$ cat src/rtl/rv64g_operand_fetch.sv
// rv64g_operand_fetch
//
// Issue-side partner of rv64g_regfile. Accepts one decoded instruction per
// cycle, checks its sources and destination against the regfile lock vector,
// reads up to three operands (forwarding a same-cycle writeback), locks the
// destination and hands a registered operand bundle to execute.
//
// Ports
//   clk_i, arst_ni                 clock (rising edge), async active-low reset
//   id_valid_i / id_ready_o        decoded-instruction handshake
//   id_payload_i                   opaque payload, passed through unchanged
//   id_use_i                       {use_rd, use_rs3, use_rs2, use_rs1}
//   id_rd/rs1/rs2/rs3_addr_i       register addresses of the instruction
//   locks_i                        regfile lock vector
//   rf_rs1/2/3_addr_o, _data_i     regfile combinational read ports
//   wb_unlock_en/addr/data_i       snoop of the writeback unlock port
//   wr_lock_en_o, wr_lock_addr_o   destination lock request (accept cycle only)
//   ex_valid_o / ex_ready_i        operand-bundle handshake
//   ex_payload_o, ex_rd_addr_o     registered payload and destination
//   ex_rs1/2/3_data_o              registered operands
//   stall_cnt_o                    saturating count of hazard-stall cycles

module rv64g_operand_fetch #(
    parameter int XLEN      = 64,
    parameter int NUM_REGS  = 32,
    parameter int PAYLOAD_W = 32,
    localparam int AW       = $clog2(NUM_REGS)
) (
    input  logic                 clk_i,
    input  logic                 arst_ni,

    input  logic                 id_valid_i,
    output logic                 id_ready_o,
    input  logic [PAYLOAD_W-1:0] id_payload_i,
    input  logic [3:0]           id_use_i,
    input  logic [AW-1:0]        id_rd_addr_i,
    input  logic [AW-1:0]        id_rs1_addr_i,
    input  logic [AW-1:0]        id_rs2_addr_i,
    input  logic [AW-1:0]        id_rs3_addr_i,

    input  logic [NUM_REGS-1:0]  locks_i,

    output logic [AW-1:0]        rf_rs1_addr_o,
    output logic [AW-1:0]        rf_rs2_addr_o,
    output logic [AW-1:0]        rf_rs3_addr_o,
    input  logic [XLEN-1:0]      rf_rs1_data_i,
    input  logic [XLEN-1:0]      rf_rs2_data_i,
    input  logic [XLEN-1:0]      rf_rs3_data_i,

    input  logic                 wb_unlock_en_i,
    input  logic [AW-1:0]        wb_unlock_addr_i,
    input  logic [XLEN-1:0]      wb_unlock_data_i,

    output logic                 wr_lock_en_o,
    output logic [AW-1:0]        wr_lock_addr_o,

    output logic                 ex_valid_o,
    input  logic                 ex_ready_i,
    output logic [PAYLOAD_W-1:0] ex_payload_o,
    output logic [AW-1:0]        ex_rd_addr_o,
    output logic [XLEN-1:0]      ex_rs1_data_o,
    output logic [XLEN-1:0]      ex_rs2_data_o,
    output logic [XLEN-1:0]      ex_rs3_data_o,

    output logic [31:0]          stall_cnt_o
);

    // state | meaning
    // EMPTY | no operand bundle held; ex_valid_o low
    // FULL  | operand bundle held and presented to execute

    typedef enum logic {
        EMPTY = 1'b0,
        FULL  = 1'b1
    } state_t;

    state_t state_q, state_d;

    logic [NUM_REGS-1:0]  eff_lock;
    logic                 hazard;
    logic                 space;
    logic                 accept;
    logic                 stall_inc;

    logic [XLEN-1:0]      op1_d, op2_d, op3_d;

    logic [PAYLOAD_W-1:0] payload_q;
    logic [AW-1:0]        rd_q;
    logic [XLEN-1:0]      op1_q, op2_q, op3_q;
    logic [31:0]          stall_q;

    assign rf_rs1_addr_o = id_rs1_addr_i;
    assign rf_rs2_addr_o = id_rs2_addr_i;
    assign rf_rs3_addr_o = id_rs3_addr_i;

    // A register being unlocked this cycle is already free: its value is
    // forwarded from the writeback bus. x0 is never treated as locked.
    always_comb begin
        eff_lock = locks_i;
        if (wb_unlock_en_i) begin
            eff_lock[wb_unlock_addr_i] = 1'b0;
        end
        eff_lock[0] = 1'b0;
    end

    assign hazard = (id_use_i[0] & eff_lock[id_rs1_addr_i])
                  | (id_use_i[1] & eff_lock[id_rs2_addr_i])
                  | (id_use_i[2] & eff_lock[id_rs3_addr_i])
                  | (id_use_i[3] & eff_lock[id_rd_addr_i]);

    function automatic logic [XLEN-1:0] pick_operand(
        input logic            used,
        input logic [AW-1:0]   addr,
        input logic [XLEN-1:0] rf_data,
        input logic            wb_en,
        input logic [AW-1:0]   wb_addr,
        input logic [XLEN-1:0] wb_data
    );
        if (!used || addr == '0) begin
            return '0;
        end
        if (wb_en && wb_addr == addr) begin
            return wb_data;
        end
        return rf_data;
    endfunction

    always_comb begin
        op1_d = pick_operand(id_use_i[0], id_rs1_addr_i, rf_rs1_data_i,
                             wb_unlock_en_i, wb_unlock_addr_i, wb_unlock_data_i);
        op2_d = pick_operand(id_use_i[1], id_rs2_addr_i, rf_rs2_data_i,
                             wb_unlock_en_i, wb_unlock_addr_i, wb_unlock_data_i);
        op3_d = pick_operand(id_use_i[2], id_rs3_addr_i, rf_rs3_data_i,
                             wb_unlock_en_i, wb_unlock_addr_i, wb_unlock_data_i);
    end

    always_ff @(posedge clk_i or negedge arst_ni) begin
        if (!arst_ni) begin
            state_q <= EMPTY;
        end else begin
            state_q <= state_d;
        end
    end

    // A held bundle being consumed this cycle frees the slot, so a new
    // instruction can be accepted in the same cycle (full throughput).
    always_comb begin
        state_d      = state_q;
        space        = 1'b0;
        id_ready_o   = 1'b0;
        accept       = 1'b0;
        wr_lock_en_o = 1'b0;
        stall_inc    = 1'b0;

        space        = (state_q == EMPTY) | ((state_q == FULL) & ex_ready_i);
        id_ready_o   = arst_ni & space & ~(id_valid_i & hazard);
        accept       = id_valid_i & id_ready_o;
        wr_lock_en_o = accept & id_use_i[3] & (id_rd_addr_i != '0);
        stall_inc    = id_valid_i & space & hazard;

        case (state_q)
            EMPTY: begin
                if (accept) begin
                    state_d = FULL;
                end
            end
            FULL: begin
                if (accept) begin
                    state_d = FULL;
                end else if (ex_ready_i) begin
                    state_d = EMPTY;
                end
            end
            default: state_d = EMPTY;
        endcase
    end

    // The lock request carries the destination unconditionally; it only
    // takes effect when wr_lock_en_o is high, and the regfile gives it
    // priority over a same-cycle unlock of the same register.
    assign wr_lock_addr_o = id_rd_addr_i;

    always_ff @(posedge clk_i or negedge arst_ni) begin
        if (!arst_ni) begin
            payload_q <= '0;
            rd_q      <= '0;
            op1_q     <= '0;
            op2_q     <= '0;
            op3_q     <= '0;
        end else if (accept) begin
            payload_q <= id_payload_i;
            rd_q      <= id_rd_addr_i;
            op1_q     <= op1_d;
            op2_q     <= op2_d;
            op3_q     <= op3_d;
        end
    end

    always_ff @(posedge clk_i or negedge arst_ni) begin
        if (!arst_ni) begin
            stall_q <= '0;
        end else if (stall_inc && stall_q != 32'hFFFF_FFFF) begin
            stall_q <= stall_q + 32'd1;
        end
    end

    assign ex_valid_o    = (state_q == FULL);
    assign ex_payload_o  = payload_q;
    assign ex_rd_addr_o  = rd_q;
    assign ex_rs1_data_o = op1_q;
    assign ex_rs2_data_o = op2_q;
    assign ex_rs3_data_o = op3_q;
    assign stall_cnt_o   = stall_q;

endmodule

$ cat config.mk
export PLATFORM = sky130hd
export DESIGN_NAME = rv64g_operand_fetch
export DESIGN_NICKNAME = d
export VERILOG_FILES = /design/src/rtl/rv64g_operand_fetch.sv
export SDC_FILE = /design/constraint.sdc
export NUM_CORES = 1
export LEC_CHECK = 0
export BUFFER_PORTS_ARGS = -buffer_cell sky130_fd_sc_hd__buf_2
export CAP_MARGIN = 20
export CELL_PAD_IN_SITES_DETAIL_PLACEMENT = 0
export CELL_PAD_IN_SITES_GLOBAL_PLACEMENT = 2
export CORE_AREA = 2 2 250 252
export DETAILED_ROUTE_END_ITERATION = 8
export DIE_AREA = 0 0 252 254
export GPL_ROUTABILITY_DRIVEN = 0
export PLACE_DENSITY = 0.82
export SYNTH_ARGS = -nofsm -noshare
export SYNTH_HDL_FRONTEND = slang
export SYNTH_SLANG_ARGS = --single-unit
$ cat constraint.sdc
create_clock -name clk_i -period 3.63 [get_ports clk_i]
set_input_delay 0.1815 -clock clk_i [delete_from_list [all_inputs] [get_ports clk_i]]
set_output_delay 0.1815 -clock clk_i [all_outputs]
set_load 0.1 [all_outputs]
==> out/results.tsv <==
stage	metric	value	unit
run_status	status	finished clean	
grt	initial antenna violation count	16	
clock_tree	CTS tree	yes	
sta	fin crit share	91.9	%
cells_and_area	layout cells sized above 1	35.6	%
sta	Max Transition Viols Final	0	
drt	vias post-DR	15300	
sta	final hold viol count	0	
sta	Peak Freq	300	MHz
grt	gr ovfl total	0	
sta	Final setup viols	0	
placement	IO Port Bufs	636	
logic_synthesis	#FFs+latches synth	262	
power	Pwr Density	835	mW/mm2
placement	dpl cells	2986	
power	Sw Ratio	58.2	%
drt	DRT Pass-1 Iters	5	
placement	Placement Setup Slack	0.0665	ns
min_path	Min-Delay Path Class	input port to flop	
drt	Starting DRT DRC Count	1010	
sta	Final min period	3.34	ns
drt	# DRC	0	
sta	Worst slew margin	44.7	%
sta	Worst Tran Pin Value	0.829	ns
cells_and_area	Final Non-Filler Cells	3091	
sta	RSZ-0062 raised after global routing	no	
clock_tree	clock slew at reported path FFs	0.06	ns
floorplan	I/O pin cnt	638	
worst_setup_path	Worst EP arrival	3.15	ns
power	Sw Pwr	10.2	mW
placement	HPWL Detailed	50000	um
worst_setup_path	critical path peak fanout	19	
power	Seq pwr share	24.8	%
logic_synthesis	top cell type's share of synthesized area	43.2	%
power	leakage power	10.6	nW
power	maximum VDD drop	0.659	mV
cells_and_area	Area growth syn-to-layout	37.7	%
grt	first-pass GRT wire length	98600	um
clock_tree	H-tree levels	2	
clock_tree	# Post-CTS Setup Buffers	0	
floorplan	Die Wd	252	um
logic_synthesis	Mapped Area	0.0152	mm2
logic_synthesis	library cells used by synthesis	71	
logic_synthesis	Synth area leaders	dfrtp_1, mux2_1, nand2_1	
grt	vias in the first global route	15800	
logic_synthesis	Post-synth EDFFs	0	
drt	ANT nets after route	0	
logic_synthesis	average cell area after synthesis	9.30	um2
logic_synthesis	yosys warns	0	
floorplan	die area	0.0640	mm2
logic_synthesis	sequential area share after synthesis	43.2	%
floorplan	Starting Density	24.7	%
grt	largest net degree at the start of global routing	138	
power	Clock Power Share	18.6	%
power	Tot Pwr	17.4	mW
logic_synthesis	cell accounting for the most synthesized area	dfrtp_1	
logic_synthesis	syn nets	1986	
clock_tree	clk buf depth	3	
drt	drt total wl	67000	um
clock_tree	Clk Tree Root Cell	clkbuf_16	
drt	Via density	4.94	
logic_synthesis	most frequent cell after synthesis	nand2_1	
cells_and_area	fillcell total	6416	
cells_and_area	fin nets	2630	
drt	wire per inst	21.7	um
floorplan	Die Height	254	um
worst_setup_path	kind of critical path	input port to output port	
floorplan	row count	91	
sta	final worst slack	0.294	ns
clock_tree	CTS Buf Count	34	
logic_synthesis	Post-synth top cells	nand2_1, dfrtp_1, a21oi_1, mux2_1, clkbuf_1	
power	cell internal pwr	7.28	mW
sta	Clock Skew	0.0165	ns
worst_setup_path	Crit. End Element	output port	
grt	gr usage total	20.2	%
sta	setup TNS	0	ns
worst_setup_path	CP Launch Type	input port	
logic_synthesis	FFs w/ async S/R, synth	100	%
power	Comb pwr share	56.6	%
clock_tree	Clk Latency, worst-skew pair	0.54	ns
logic_synthesis	predominant post-synthesis flop cell	dfrtp_1	
logic_synthesis	cells after synthesis	1631	
worst_setup_path	Critical Path RT	3.45	ns
clock_tree	# clock sinks	262	
floorplan	Core ar.	0.0613	mm2
run	number of max-cap violations	0	
## cell families after synthesis
| group | after synthesis | share of synthesized area [%] |
|---|---|---|
| muxes | 268 | 19.8 |
| adders and majority gates | 1 | 0.0825 |
| buffers and inverters | 164 | 5.69 |
| AOI/OAI and AO/OA | 317 | 12.2 |
| DFF | 262 | 43.2 |
| and+or+nand+nor | 572 | 16.3 |
| xor gates and xnor gates | 47 | 2.72 |
## per-stage QoR
step	util [%]	area (um2)	hold slack [ns]
final	34.1	20900	0.0412
after global routing	34.1	20900	0.0334
after CTS	34.0	20800	0.00112
after detailed placement	31.6	19400	0.191
after global placement	31.6	19400	0.174
after floorplan	-	15200	-0.114
## final cells by class
cell class / count / area, um2 / share of cell area [%]
antenna: 7 / 17.5 / 0.0839
clock inverter: 6 / 77.6 / 0.372
sequential: 262 / 6560 / 31.4
timing repair buffer: 747 / 4340 / 20.8
inverter: 25 / 93.8 / 0.450
clock buffer: 49 / 958 / 4.59
multi-input combinational: 1205 / 7840 / 37.6
tap: 790 / 988 / 4.74
## critical path, cell delays in order
cell           delay [ns]
dlygate4sd3_1        0.53
buf_2                0.17
or2_2                0.35
o31ai_1              0.26
a21oi_1              0.09
a311oi_1             0.37
nand3_1              0.26
nor3_4               0.25
buf_12               0.25
and3_1               0.25
buf_12               0.18
## layer usage
metal | vias up | share of wire [%] | global-route usage (%)
li1 | 6960 | - | -
met4 | 10 | 3.3 | 7.39
met5 | - | 0.091 | 0
met1 | 7449 | 39 | 23.7
met3 | 122 | 8.7 | 5.43
met2 | 731 | 49 | 35.2
## power by group through the flow
stage                     combinational (mW)  clock [mW]  sequential [mW]
after global placement                  9.82           0             4.32
after floorplan                         1.27           0             11.0
after detailed placement                9.85           0             4.36
final                                   9.86        3.25             4.32
after global routing                    10.1        3.47             4.43
after CTS                               9.90        3.36             4.32
## cells in the final DEF (no fill, tap or decap), drive strengths merged, types with 16 or more instances in the layout
cell type,netlist,final
nand3,26,26
dfrtp,262,262
inv,25,27
mux2,237,237
xnor2,16,16
nor4,17,17
nor3,16,16
buf,70,704
clkbuf,69,49
xor2,31,31
mux2i,29,29
nor2,27,27
a21oi,213,213
dlygate4sd3,0,43
o21ai,19,19
nand2,430,430
## repair_timing
| item | 4_1_cts | 5_1_grt |
|---|---|---|
| resized for setup | 0 | 2 |
| setup endpoints to repair | 0 | 1 |
| hold buffers | 43 | 0 |
| hold endpoints to repair | 102 | 0 |
## flip-flops by register name, indices dropped and copies added, names as in the netlist
name           cells
ex_payload_o      32
ex_valid_o         1
ex_rs1_data_o     64
ex_rs2_data_o     64
ex_rs3_data_o     64
ex_rd_addr_o       5
stall_cnt_o       32
## path summary, 6_finish.rpt
| path | start | slack [ns] | cells past startpoint | to |
|---|---|---|---|---|
| min in group asynchronous | arst_ni | 0.19 | 2 | ex_rs3_data_o[26] |
| hold / removal | rf_rs1_data_i[19] | 0.04 | 4 | ex_rs1_data_o[19] |
| setup reg to reg | stall_cnt_o[0] | 0.98 | 12 | stall_cnt_o[17] |
| setup / recovery | id_rd_addr_i[1] | 0.29 | 11 | wr_lock_en_o |
| hold reg to reg | ex_rs3_data_o[53] | 0.48 | 1 | ex_rs3_data_o[53] |
| max in group asynchronous | arst_ni | 2.10 | 3 | ex_rd_addr_o[1] |
Power figures use the tool's default switching activity.
